$ cat config.mk
export PLATFORM = sky130hd
export DESIGN_NAME = time_display_mux
export DESIGN_NICKNAME = d
export VERILOG_FILES = /design/src/rtl/clock_pkg.sv /design/src/rtl/seg7_encode.sv /design/src/rtl/time_display_mux.sv
export SDC_FILE = /design/constraint.sdc
export NUM_CORES = 1
export LEC_CHECK = 0
export BUFFER_PORTS_ARGS = -buffer_cell sky130_fd_sc_hd__buf_2
export CORE_ASPECT_RATIO = 0.7
export CORE_MARGIN = 3
export CORE_UTILIZATION = 50
export DETAILED_ROUTE_END_ITERATION = 6
export PLACE_DENSITY = 0.72
export SLEW_MARGIN = 20
export SYNTH_ARGS = -nofsm -noshare
export SYNTH_HDL_FRONTEND = slang
export SYNTH_SLANG_ARGS = --single-unit
$ cat constraint.sdc
create_clock -name kh_clk -period 3.9 [get_ports kh_clk]
set_input_delay 0.585 -clock kh_clk [delete_from_list [all_inputs] [get_ports kh_clk]]
set_output_delay 0.585 -clock kh_clk [all_outputs]
set_load 0.1 [all_outputs]
$ cat src/rtl/clock_pkg.sv
// clock_pkg -- shared definitions for the time display path.
//
// Holds the bit layout of the packed disp_time word produced by clock_12hr,
// the active-low seven-segment codes ({g,f,e,d,c,b,a}), the digit codes used
// for the dash and blank glyphs, the 12:00:00.000 AM reset time and a small
// binary-to-BCD helper for two-digit fields.
package clock_pkg;

  // disp_time layout: [26] pm, [25:22] hours, [21:16] minutes,
  // [15:10] seconds, [9:0] milliseconds.
  localparam int TIME_W   = 27;
  localparam int PM_BIT   = 26;
  localparam int HOUR_MSB = 25;
  localparam int HOUR_LSB = 22;
  localparam int MIN_MSB  = 21;
  localparam int MIN_LSB  = 16;
  localparam int SEC_MSB  = 15;
  localparam int SEC_LSB  = 10;
  localparam int MS_MSB   = 9;
  localparam int MS_LSB   = 0;

  // Active-low segment patterns, bit order {g,f,e,d,c,b,a}.
  localparam logic [6:0] SEG_0     = 7'h40;
  localparam logic [6:0] SEG_1     = 7'h79;
  localparam logic [6:0] SEG_2     = 7'h24;
  localparam logic [6:0] SEG_3     = 7'h30;
  localparam logic [6:0] SEG_4     = 7'h19;
  localparam logic [6:0] SEG_5     = 7'h12;
  localparam logic [6:0] SEG_6     = 7'h02;
  localparam logic [6:0] SEG_7     = 7'h78;
  localparam logic [6:0] SEG_8     = 7'h00;
  localparam logic [6:0] SEG_9     = 7'h10;
  localparam logic [6:0] SEG_DASH  = 7'h3F;
  localparam logic [6:0] SEG_BLANK = 7'h7F;

  // Digit codes beyond 0-9 understood by seg7_encode.
  localparam logic [3:0] CODE_DASH  = 4'd14;
  localparam logic [3:0] CODE_BLANK = 4'd15;

  // 12:00:00.000 AM
  localparam logic [TIME_W-1:0] RESET_TIME = {1'b0, 4'd12, 6'd0, 6'd0, 10'd0};

  // Split a 0..63 value into {tens, units}. Only valid BCD for 0..99, which
  // covers every field this is used on.
  function automatic logic [7:0] bin_to_bcd(input logic [5:0] value);
    bin_to_bcd = {4'(value / 6'd10), 4'(value % 6'd10)};
  endfunction

endpackage

$ cat src/rtl/seg7_encode.sv
// seg7_encode -- digit code to active-low seven-segment pattern.
//
// Ports:
//   code  in  4  digit code: 0-9 numerals, 14 = dash, 15 = blank
//   seg   out 7  segments {g,f,e,d,c,b,a}, active-low
// Codes 10-13 are never produced by the display path and render blank.
module seg7_encode
  import clock_pkg::*;
(
  input  logic [3:0] code,
  output logic [6:0] seg
);

  always_comb begin
    seg = SEG_BLANK;
    case (code)
      4'd0:      seg = SEG_0;
      4'd1:      seg = SEG_1;
      4'd2:      seg = SEG_2;
      4'd3:      seg = SEG_3;
      4'd4:      seg = SEG_4;
      4'd5:      seg = SEG_5;
      4'd6:      seg = SEG_6;
      4'd7:      seg = SEG_7;
      4'd8:      seg = SEG_8;
      4'd9:      seg = SEG_9;
      CODE_DASH: seg = SEG_DASH;
      default:   seg = SEG_BLANK;
    endcase
  end

endmodule

$ cat src/rtl/time_display_mux.sv
// time_display_mux -- four-digit multiplexed seven-segment driver for the
// 12-hour clock.
//
// A 27-bit snapshot of disp_time is taken once per frame (last cycle of the
// last digit slot) so a frame never mixes two different times. Every display
// output is derived from the snapshot and registered.
//
// Parameters:
//   SCAN_DIV    kh_clk cycles per digit slot (1..255)
//   BLANK_LEAD  1 = blank a zero hour-tens digit, 0 = show it
// Ports:
//   kh_clk     in   1  1 kHz clock, only clock of the block
//   reset      in   1  asynchronous, active-high
//   disp_time  in  27  packed time {pm, hours, minutes, seconds, ms}
//   view_sel   in   1  (only with TIME_DISPLAY_SECONDS_VIEW_EN) 1 = MM:SS view
//   seg        out  7  segments {g..a}, active-low
//   an         out  4  digit enables, active-low, an[3] leftmost
//   colon      out  1  colon LED, lit for ms < 500
//   pm_led     out  1  PM indicator
//   time_err   out  1  snapshot holds an out-of-range time
// Build option:
//   TIME_DISPLAY_SECONDS_VIEW_EN  adds view_sel; when set (sampled at frame
//   boundaries) the digits show minute tens/units and second tens/units
//   with no leading-zero blanking.
module time_display_mux
  import clock_pkg::*;
#(
  parameter int SCAN_DIV   = 4,
  parameter int BLANK_LEAD = 1
) (
  input  logic              kh_clk,
  input  logic              reset,
  input  logic [TIME_W-1:0] disp_time,
`ifdef TIME_DISPLAY_SECONDS_VIEW_EN
  input  logic              view_sel,
`endif
  output logic [6:0]        seg,
  output logic [3:0]        an,
  output logic              colon,
  output logic              pm_led,
  output logic              time_err
);

  localparam logic [7:0] SLOT_LAST = 8'(SCAN_DIV - 1);

  logic [7:0]        slot_cnt_reg;
  logic [1:0]        digit_idx_reg;
  logic [TIME_W-1:0] snap_reg;
  logic              slot_wrap;
  logic              frame_end;

  logic [6:0] seg_reg, seg_next;
  logic [3:0] an_reg, an_next;
  logic       colon_reg, pm_led_reg, time_err_reg;

  assign slot_wrap = (slot_cnt_reg == SLOT_LAST);
  assign frame_end = slot_wrap && (digit_idx_reg == 2'd3);

  // Slot/digit scan and the frame-boundary snapshot.
  always_ff @(posedge kh_clk or posedge reset) begin
    if (reset) begin
      slot_cnt_reg  <= '0;
      digit_idx_reg <= '0;
      snap_reg      <= RESET_TIME;
    end else begin
      if (slot_wrap) begin
        slot_cnt_reg  <= '0;
        digit_idx_reg <= digit_idx_reg + 2'd1;
      end else begin
        slot_cnt_reg <= slot_cnt_reg + 8'd1;
      end
      if (frame_end) begin
        snap_reg <= disp_time;
      end
    end
  end

`ifdef TIME_DISPLAY_SECONDS_VIEW_EN
  // The view choice is latched with the snapshot so a frame never switches
  // layout halfway through.
  logic view_reg;

  always_ff @(posedge kh_clk or posedge reset) begin
    if (reset) begin
      view_reg <= 1'b0;
    end else if (frame_end) begin
      view_reg <= view_sel;
    end
  end
`endif

  // Snapshot fields and range check.
  logic       snap_pm;
  logic [3:0] snap_hours;
  logic [5:0] snap_min;
  logic [5:0] snap_sec;
  logic [9:0] snap_ms;
  logic       snap_err;
  logic [7:0] hour_bcd;
  logic [7:0] min_bcd;

  assign snap_pm    = snap_reg[PM_BIT];
  assign snap_hours = snap_reg[HOUR_MSB:HOUR_LSB];
  assign snap_min   = snap_reg[MIN_MSB:MIN_LSB];
  assign snap_sec   = snap_reg[SEC_MSB:SEC_LSB];
  assign snap_ms    = snap_reg[MS_MSB:MS_LSB];

  assign snap_err = (snap_hours == 4'd0) || (snap_hours > 4'd12) ||
                    (snap_min > 6'd59) || (snap_sec > 6'd59) ||
                    (snap_ms > 10'd999);

  assign hour_bcd = bin_to_bcd({2'b00, snap_hours});
  assign min_bcd  = bin_to_bcd(snap_min);

`ifdef TIME_DISPLAY_SECONDS_VIEW_EN
  logic [7:0] sec_bcd;
  assign sec_bcd = bin_to_bcd(snap_sec);
`endif

  // Digit selection for the slot currently being scanned. An invalid
  // snapshot shows dashes on every digit and suppresses blanking so the
  // fault is obvious.
  logic [3:0] digit_code;
  logic       slot_blank;

  always_comb begin
    digit_code = CODE_BLANK;
    slot_blank = 1'b0;
    if (snap_err) begin
      digit_code = CODE_DASH;
    end
`ifdef TIME_DISPLAY_SECONDS_VIEW_EN
    else if (view_reg) begin
      case (digit_idx_reg)
        2'd0:    digit_code = min_bcd[7:4];
        2'd1:    digit_code = min_bcd[3:0];
        2'd2:    digit_code = sec_bcd[7:4];
        default: digit_code = sec_bcd[3:0];
      endcase
    end
`endif
    else begin
      case (digit_idx_reg)
        2'd0: begin
          if ((BLANK_LEAD != 0) && (hour_bcd[7:4] == 4'd0)) begin
            slot_blank = 1'b1;
            digit_code = CODE_BLANK;
          end else begin
            digit_code = hour_bcd[7:4];
          end
        end
        2'd1:    digit_code = hour_bcd[3:0];
        2'd2:    digit_code = min_bcd[7:4];
        default: digit_code = min_bcd[3:0];
      endcase
    end
  end

  seg7_encode u_seg7_encode (
    .code (digit_code),
    .seg  (seg_next)
  );

  // Index 0 drives an[3] (leftmost), index 3 drives an[0]. A blanked slot
  // leaves every enable high.
  genvar gi;
  generate
    for (gi = 0; gi < 4; gi++) begin : g_an
      assign an_next[gi] = slot_blank || (digit_idx_reg != 2'(3 - gi));
    end
  endgenerate

  // Registered outputs: they follow the digit index by one cycle, so a new
  // snapshot becomes visible one cycle after the frame boundary.
  always_ff @(posedge kh_clk or posedge reset) begin
    if (reset) begin
      seg_reg      <= SEG_BLANK;
      an_reg       <= 4'b1111;
      colon_reg    <= 1'b0;
      pm_led_reg   <= 1'b0;
      time_err_reg <= 1'b0;
    end else begin
      seg_reg      <= seg_next;
      an_reg       <= an_next;
      colon_reg    <= !snap_err && (snap_ms < 10'd500);
      pm_led_reg   <= snap_pm;
      time_err_reg <= snap_err;
    end
  end

  assign seg      = seg_reg;
  assign an       = an_reg;
  assign colon    = colon_reg;
  assign pm_led   = pm_led_reg;
  assign time_err = time_err_reg;

endmodule

==> run_results.csv, run 1 <==
group,metric,value,unit
outcome,outcome,"completed",
detailed_routing,avgRoutedWirePerCell,13.7,um
clock_network,cts-resized-gates,0,
synthesis,async_flop_share,100,%
floorplanning,core_area,0.00489,mm2
floorplanning,dieArea,0.00607,mm2
floorplanning,row_count,21,
synthesis,synth_top_area_share,33.0,%
floorplanning,die_h,66.1,um
clock_network,cts.sinks,47,
placement,place_area,0.00285,mm2
worst_setup_path,cp_slowest_cell,"a221oi_2",
synthesis,synth_commonest_cells,"dfrtp_1 (34), mux2_2 (25), ha_1 (15), nor2_1 (15), nand2_1 (14)",
clock_network,cts_max_level,2,
clock_network,cts_root_buf,"clkbuf_8",
detailed_routing,remaining_drc_errors,0,
placement,place_inst,337,
global_routing,grt_pass1_wl,7.99,mm
min_path,min_path_cells,0,
job,maxCapViolCount,0,
finish,nFillCells,415,
worst_setup_path,max_stage_delay,0.48,ns
worst_setup_path,start_kind,"flip-flop",
worst_setup_path,r2r_cells,14,
pwr,p_leak,1.28,nW
synthesis,synth_cell_type_count,47,
worst_setup_path,cp.required,4.12,ns
detailed_routing,antenna_left,0,
worst_setup_path,r2r_start,"digit_idx_reg[1]",
timing,setup_tns,0,ns
global_routing,grt_usage,16.4,%
clock_network,cts_hold_buf,0,
finish,drive_gt1_share,36.6,%
clock_network,clockBufferDepth,2,
global_routing,grt_antenna_before_repair,0,
timing,setup_viol_count_final,0,
pwr,power_density,379,mW/mm2
pwr,power,1.12,mW
floorplanning,die_w,91.9,um
clock_network,numCtsBuffers,5,
detailed_routing,drt-initial-drc-count,103,
worst_setup_path,path_class,"flip-flop to flip-flop",
clock_network,cts.clk_slew.worst_paths,0.09,ns
synthesis,synth_area,0.00258,mm2
finish,final_util,60.7,%
pwr,peakVddDrop,0.198,mV
worst_setup_path,arrival,3.74,ns
synthesis,yosys.area.top_type,"dfrtp_1",
synthesis,synth_cells,234,
placement,port-buffer-count,38,
detailed_routing,vias,1882,
finish,antennaDiodeCount,0,
clock_network,cts_tree,"done",
synthesis,ys.flop_type,"dfrtp_1",
synthesis,ys_ff_latch,47,
worst_setup_path,worst_setup_path_end_kind,"flip-flop",
worst_setup_path,cp_common_cell,"ha_1",
finish,largest_reg_flops,23,
detailed_routing,first_pass_iters,4,
placement,gp_congestion,0.831,
timing,holdWs,0.378,ns
finish,nNetsFinal,319,
synthesis,yosysWarnings,0,
finish,synthToLayoutAreaGrowth,14.9,%
synthesis,postSynthAreaPerCell,11.0,um2
floorplanning,initial_core_util,52.8,%
clock_network,clkLatencyLatePin,0.30,ns
synthesis,synth_nets,278,
timing,timing_hold_violations_final,0,
worst_setup_path,cp_cell_sequence,"inv_1 -> ha_1 -> mux2i_4 -> inv_4 -> ha_1 -> nand2_1 -> o2111ai_1 -> a221oi_2 -> mux2i_1 -> nor3_1 -> inv_1 -> ha_1 -> mux2_2 -> o22ai_1",
timing,worstMarginPinSlew,0.934,ns
finish,finalNonFillerCells,345,
timing,finClkSkew,0.0138,ns
min_path,min-delay-path-class,"flip-flop to flip-flop",
placement,dp_slack,0.440,ns
min_path,hp-start,"snap_reg[26]",
floorplanning,num_io_pins,43,
timing,fin_crit_sh,90.1,%
placement,hpwlAfterDp,3.58,mm
global_routing,grt_max_degree,48,
detailed_routing,drt_wl_total,4.72,mm
timing,fin_crit,3.51,ns
global_routing,grt.overflow.total,0,
synthesis,synthTopCellsByArea,"dfrtp_1 (33%), dfstp_2 (13%), mux2_2 (11%), ha_1 (7.3%), mux2i_1 (3.5%)",
synthesis,yosysSeqAreaShare,46.2,%
min_path,holdPathEnd,"pm_led",
clock_network,postCtsSetupRepairBufs,0,
worst_setup_path,ff2ff_setup_slack,0.39,ns
detailed_routing,via_per_inst,5.46,
timing,final.setup.worst_slack,0.387,ns
timing,max_freq,285,MHz
timing,slew-limit-headroom,37.6,%
worst_setup_path,r2r_end,"seg[6]",
finish,design_area,0.00297,mm2
synthesis,synth_edf_count,0,
synthesis,yosysMostFrequentCell,"dfrtp_1",
timing,drv_slew,0,
global_routing,grt_pass1_vias,1718,
worst_setup_path,critPathMaxFanout,6,
timing,rsz0062_at_grt,"no",
[how the worst max path moves through the flow]
| stage | cells past startpoint | start | end |
|---|---|---|---|
| 6_report | 14 | digit_idx_reg[1] | seg[6] |
| 3_5_place_dp | 14 | digit_idx_reg[1] | seg[6] |
| 3_3_place_gp | 14 | digit_idx_reg[1] | seg[6] |
| 5_1_grt | 14 | digit_idx_reg[1] | seg[6] |
| 4_1_cts | 14 | digit_idx_reg[1] | seg[6] |
| 2_1_floorplan | 15 | digit_idx_reg[1] | seg[6] |
[routing by layer]
| metal | up-vias | share of wire [%] | track usage (%) |
|---|---|---|---|
| met2 | 41 | 43 | 23.8 |
| met5 | - | 0 | 0 |
| met3 | 4 | 4.8 | 3.75 |
| met4 | 0 | 0.91 | 3.89 |
| li1 | 918 | - | - |
| met1 | 919 | 51 | 24.6 |
[layout by cell type (no fill, tap or decap), types with 6 or more instances in the layout]
master / count
a21oi_1: 9
mux2_2: 25
ha_1: 15
o21ai_0: 10
mux2i_1: 9
dfstp_2: 13
buf_2: 38
dfrtp_1: 34
inv_1: 12
nor2_1: 15
nand2_1: 14
buf_4: 6
[power by group]
group	internal, mW	total [mW]	leakage (nW)	switching, mW
combinational	0.0672	0.228	0.676	0.161
sequential	0.519	0.536	0.554	0.0178
clock	0.193	0.358	0.0548	0.165
[critical path: cells and delay by family, from the launching register on]
family	cells	cell delay [ns]
simple gates	2	0.40
fa+ha+maj	3	0.83
flops	1	0.43
compound gates	3	0.77
mux	3	0.70
buf+inv	3	0.30
[logic make-up (layout without fill, tap and decap cells)]
kind of cell / count (synthesis) / count (layout) / share of synthesized area [%]
AND/OR/NAND/NOR: 62 / 62 / 12.3
flip-flops: 47 / 47 / 46.2
AO/OA/AOI/OAI: 44 / 44 / 12.4
multiplexers: 35 / 35 / 15.3
buffers and inverters: 24 / 66 / 4.17
adder cells (fa/ha/maj): 16 / 16 / 7.66
XOR/XNOR: 6 / 6 / 2.04
[layout make-up]
type                    count  area [um2]  share of cell area (%)
clock buffers               5        68.8                    2.32
repair buffers             44         235                    7.93
well taps                  69        86.3                    2.91
inverters                  14        55.1                    1.86
clock inverters             3        46.3                    1.56
flip-flops and latches     47        1190                    40.2
multi-input cells         163        1280                    43.2
No activity file was read; power rests on OpenSTA's default activity.
==> run 2, diff against run 1 <==
SETUP_SLACK_MARGIN = 0.5   (was unset)
==> run 2 against run 1 <==
Compared with the run above: critical path depth is 1 lower; power fell by 0.91%; die area unchanged; critical path type unchanged; first-iteration DRC count fell by 30%; highest routed layer unchanged; maximum frequency is 12% higher; via count decreased by 3.3%; global-route usage decreased by 0.72 points.
==> run_results.csv, run 2 (synthesized netlist as in run 1, its figures left out) <==
group,metric,value,unit
timing,holdWs,0.384,ns
finish,finalNonFillerCells,348,
worst_setup_path,worst_setup_path_end_kind,"flip-flop",
timing,max_freq,318,MHz
timing,finClkSkew,0.00739,ns
global_routing,grt.overflow.total,0,
finish,nNetsFinal,322,
finish,multiInputGateArea,0.00132,mm2
detailed_routing,drt_wl_total,4.53,mm
clock_network,cts.sinks,47,
pwr,seqPwrFrac,48.2,%
pwr,p_int,0.780,mW
timing,drv_slew,0,
placement,gp_congestion,0.852,
worst_setup_path,start_kind,"flip-flop",
placement,place_area,0.00285,mm2
timing,setup_tns,0,ns
timing,fin_crit,3.14,ns
finish,regArea,0.00119,mm2
timing,setup_viol_count_final,0,
worst_setup_path,critPathMaxFanout,7,
pwr,p_leak,1.30,nW
worst_setup_path,arrival,3.35,ns
floorplanning,core_area,0.00489,mm2
finish,final_common_cell,"buf_2",
clock_network,numCtsBuffers,5,
floorplanning,die_w,91.9,um
pwr,swShare,29.8,%
finish,drive_gt1_share,39.4,%
detailed_routing,routed.top_layer,"met4",
global_routing,grt_pass1_wl,7.53,mm
detailed_routing,avgRoutedWirePerCell,13.0,um
finish,synthToLayoutAreaGrowth,17.0,%
clock_network,cts_root_buf,"clkbuf_8",
detailed_routing,wl_met2,1.95,mm
detailed_routing,via_per_inst,5.23,
detailed_routing,drt-initial-drc-count,72,
detailed_routing,antenna_left,0,
clock_network,cts_tree,"done",
timing,timing_hold_violations_final,0,
detailed_routing,remaining_drc_errors,0,
detailed_routing,dr_wl_met3,197,um
global_routing,grt_max_degree,48,
detailed_routing,first_pass_iters,4,
timing,rsz0062_at_grt,"no",
pwr,power,1.11,mW
placement,place_inst,336,
worst_setup_path,cp.required,4.11,ns
timing,final.setup.worst_slack,0.759,ns
finish,largest_reg_flops,23,
min_path,min-delay-path-class,"flip-flop to flip-flop",
floorplanning,initial_core_util,52.8,%
job,maxCapViolCount,0,
timing,fin_crit_sh,80.5,%
outcome,outcome,"completed",
global_routing,grt_pass1_vias,1563,
global_routing,grt_usage,15.6,%
finish,final_cell_mix,"buf_2 (38), dfrtp_1 (34), mux2_2 (25), nor2_1 (15)",
detailed_routing,vias,1819,
placement,port-buffer-count,38,
clock_network,cts_hold_buf,0,
worst_setup_path,path_class,"flip-flop to flip-flop",
pwr,peakVddDrop,0.229,mV
clock_network,cts.clk_slew.worst_paths,0.09,ns
global_routing,grt_antenna_before_repair,0,
finish,antennaDiodeCount,0,
detailed_routing,wl_met1,2.35,mm
pwr,switchingPower,0.332,mW
clock_network,clockBufferDepth,2,
timing,worstMarginPinSlew,0.915,ns
placement,hpwlAfterDp,3.37,mm
floorplanning,num_io_pins,43,
pwr,p_comb_share,20.9,%
finish,design_area,0.00302,mm2
timing,slew-limit-headroom,38.9,%
pwr,power_density,368,mW/mm2
floorplanning,dieArea,0.00607,mm2
pwr,p_clk_share,30.9,%
finish,nFillCells,413,
floorplanning,die_h,66.1,um
finish,final_util,61.8,%
placement,dp_slack,0.384,ns
clock_network,clkLatencyLatePin,0.29,ns
clock_network,cts_max_level,2,
floorplanning,row_count,21,
run 2: layer usage:
layer,vias up,track usage [%]
met2,42,21.7
met1,848,24.2
met4,0,4.44
li1,925,-
met5,-,0
met3,4,3.41
run 2: worst paths after layout:
path / start / to / slack [ns] / cells after the start
worst max-delay path: digit_idx_reg[1] / seg[1] / 0.76 / 13
worst min-delay path: snap_reg[26] / pm_led / 0.38 / 0
worst max register to register: digit_idx_reg[1] / seg[1] / 0.76 / 13
worst min register to register: snap_reg[26] / pm_led / 0.38 / 0
max in group asynchronous: reset / snap_reg[24] / 3.10 / 3
min in group asynchronous: reset / pm_led / 0.41 / 3
run 2: critical path, cell delays in order (launching register included):
cell	delay (ns)
dfrtp_1	0.42
inv_2	0.11
ha_4	0.15
mux2i_4	0.27
inv_4	0.08
ha_4	0.29
nand2_2	0.08
o31ai_1	0.30
a221oi_2	0.14
buf_4	0.17
or4_1	0.51
and3_1	0.27
a21o_1	0.19
o21ai_0	0.08
run 2: layout make-up:
| type | instances | area share, % |
|---|---|---|
| well taps | 69 | 2.86 |
| repair buffers | 47 | 8.53 |
| multi-input cells | 163 | 43.6 |
| clock buffers | 5 | 2.28 |
| clock inverters | 3 | 1.45 |
| flip-flops and latches | 47 | 39.5 |
| inverters | 14 | 1.82 |
run 2: what timing repair did:
item | in CTS | in global routing
setup buffers | 2 | 2
resized for setup | 0 | 6
setup endpoints to repair | 6 | 7
pin swaps | 1 | 2
run 2: power by group through the flow:
stage | registers (mW) | logic (mW) | clock network [mW]
detailed placement | 0.545 | 0.226 | 0
finish | 0.536 | 0.232 | 0.344
floorplan | 0.631 | 0.0984 | 0
CTS | 0.536 | 0.229 | 0.357
global placement | 0.545 | 0.225 | 0
global route | 0.540 | 0.249 | 0.384
==> run 3, diff against run 2 <==
clock period = 3.05 ns   (was 3.9 ns; I/O delays follow)
==> run 3 against run 2 <==
Compared with the run above: sequential share of layout area down 2.4 points; critical path depth unchanged; first-iteration DRC count up 71%; worst setup slack worse by 0.63 ns; register-to-register slack worse by 0.63 ns; largest cell class unchanged.
==> run_results.csv, run 3 (synthesized netlist as in run 1, its figures left out) <==
group,metric,value,unit
timing,final.setup.worst_slack,0.130,ns
worst_setup_path,cp.required,3.30,ns
finish,largest_reg_flops,23,
floorplanning,core_area,0.00489,mm2
global_routing,grt_pass1_vias,1907,
timing,rsz0062_at_grt,"yes",
placement,port-buffer-count,38,
job,maxCapViolCount,0,
finish,nNetsFinal,335,
placement,hpwlAfterDp,3.91,mm
timing,setup_viol_count_final,0,
detailed_routing,antenna_left,0,
placement,gp_congestion,0.796,
detailed_routing,drt-initial-drc-count,123,
timing,drv_slew,0,
worst_setup_path,r2r_start,"digit_idx_reg[1]",
detailed_routing,via_per_inst,5.42,
global_routing,grt_usage,19.6,%
clock_network,clockBufferDepth,2,
global_routing,grt_pass1_wl,9.25,mm
floorplanning,row_count,21,
timing,setup_tns,0,ns
pwr,p_leak,1.38,nW
timing,fin_crit_sh,95.7,%
worst_setup_path,arrival,3.17,ns
detailed_routing,vias,1956,
detailed_routing,drt_wl_total,5.46,mm
global_routing,grt.overflow.total,0,
detailed_routing,avgRoutedWirePerCell,15.1,um
worst_setup_path,worst_setup_path_end_kind,"flip-flop",
worst_setup_path,critPathMaxFanout,6,
clock_network,cts_max_level,2,
timing,worstMarginPinSlew,0.949,ns
timing,timing_hold_violations_final,0,
floorplanning,num_io_pins,43,
clock_network,cts_tree,"done",
finish,drive_gt1_share,47.6,%
clock_network,cts.clk_slew.worst_paths,0.09,ns
outcome,outcome,"completed",
clock_network,cts_root_buf,"clkbuf_8",
finish,final_common_cell,"buf_2",
clock_network,numCtsBuffers,5,
global_routing,grt_antenna_before_repair,0,
worst_setup_path,start_kind,"flip-flop",
finish,final_cell_mix,"buf_2 (38), dfrtp_1 (32), mux2_2 (24), buf_4 (20), nor2_1 (15)",
pwr,peakVddDrop,0.282,mV
finish,antennaDiodeCount,0,
floorplanning,dieArea,0.00607,mm2
finish,design_area,0.00322,mm2
timing,slew-limit-headroom,36.6,%
global_routing,grt_max_degree,48,
finish,synthToLayoutAreaGrowth,24.9,%
min_path,min-delay-path-class,"input port to asynchronous set/reset pin",
worst_setup_path,r2r_cells,13,
worst_setup_path,path_class,"flip-flop to flip-flop",
timing,holdWs,0.359,ns
timing,fin_crit,2.92,ns
floorplanning,initial_core_util,52.8,%
floorplanning,die_h,66.1,um
worst_setup_path,r2r_end,"seg[4]",
detailed_routing,first_pass_iters,4,
clock_network,clkLatencyLatePin,0.31,ns
timing,finClkSkew,0.0114,ns
floorplanning,die_w,91.9,um
timing,max_freq,342,MHz
clock_network,cts_hold_buf,0,
pwr,power_density,445,mW/mm2
placement,place_area,0.00294,mm2
clock_network,cts.sinks,47,
placement,dp_slack,0.0402,ns
worst_setup_path,ff2ff_setup_slack,0.13,ns
detailed_routing,remaining_drc_errors,0,
run 3: timing repair:
action,CTS,global route
pin swaps,11,4
setup buffers,8,1
endpoints found under the setup margin,7,7
gates cloned,1,0
gates resized for setup,19,7
run 3: per-layer routing:
metal | global-route usage [%] | share of wire, % | wire (um)
met1 | 26.4 | 46 | 2510
met2 | 30.1 | 46 | 2510
met3 | 7.39 | 7.4 | 406
met4 | 4.44 | 0.49 | 27
met5 | 0 | 0 | 0
run 3: worst max path at each step:
stage / startpoint / to / cells after the start
floorplan: digit_idx_reg[1] / seg[6] / 15
global placement: digit_idx_reg[1] / seg[6] / 14
detailed placement: digit_idx_reg[1] / seg[4] / 14
CTS: digit_idx_reg[1] / seg[6] / 13
global route: digit_idx_reg[1] / seg[6] / 14
finish: digit_idx_reg[1] / seg[4] / 13
run 3: metrics by stage:
step | std cells | utilization, % | power, mW
detailed placement | 343 | 60.2 | 1.00
CTS | 360 | 65.3 | 1.44
finish | 361 | 66.0 | 1.44
floorplan | 234 | - | 0.938
global placement | 343 | 60.2 | 0.995
global route | 361 | 66.0 | 1.51
run 3: final cells by class:
type	instances	area, um2
Timing Repair Buffer	60	363
Fill cell	397	1660
Clock inverter	3	27.5
Multi-Input combinational cell	163	1430
Clock buffer	5	68.8
Sequential cell	47	1190
Inverter	14	55.1
Tap cell	69	86.3
run 3: report_power, final:
group	switching, mW	total, mW	internal [mW]
Sequential	0.0196	0.683	0.663
Clock	0.236	0.407	0.170
Combinational	0.231	0.346	0.115
run 3: worst max-delay path, stage by stage (launching register included):
cell and delay (ns):
dfrtp_1 0.40, inv_2 0.08, ha_4 0.15, mux2i_4 0.26, inv_4 0.06, ha_4 0.29, nand2_4 0.08, o2111ai_4 0.22
a221oi_4 0.12, or3b_4 0.43, a31oi_4 0.20, buf_6 0.16, mux2i_2 0.24, o22a_1 0.16
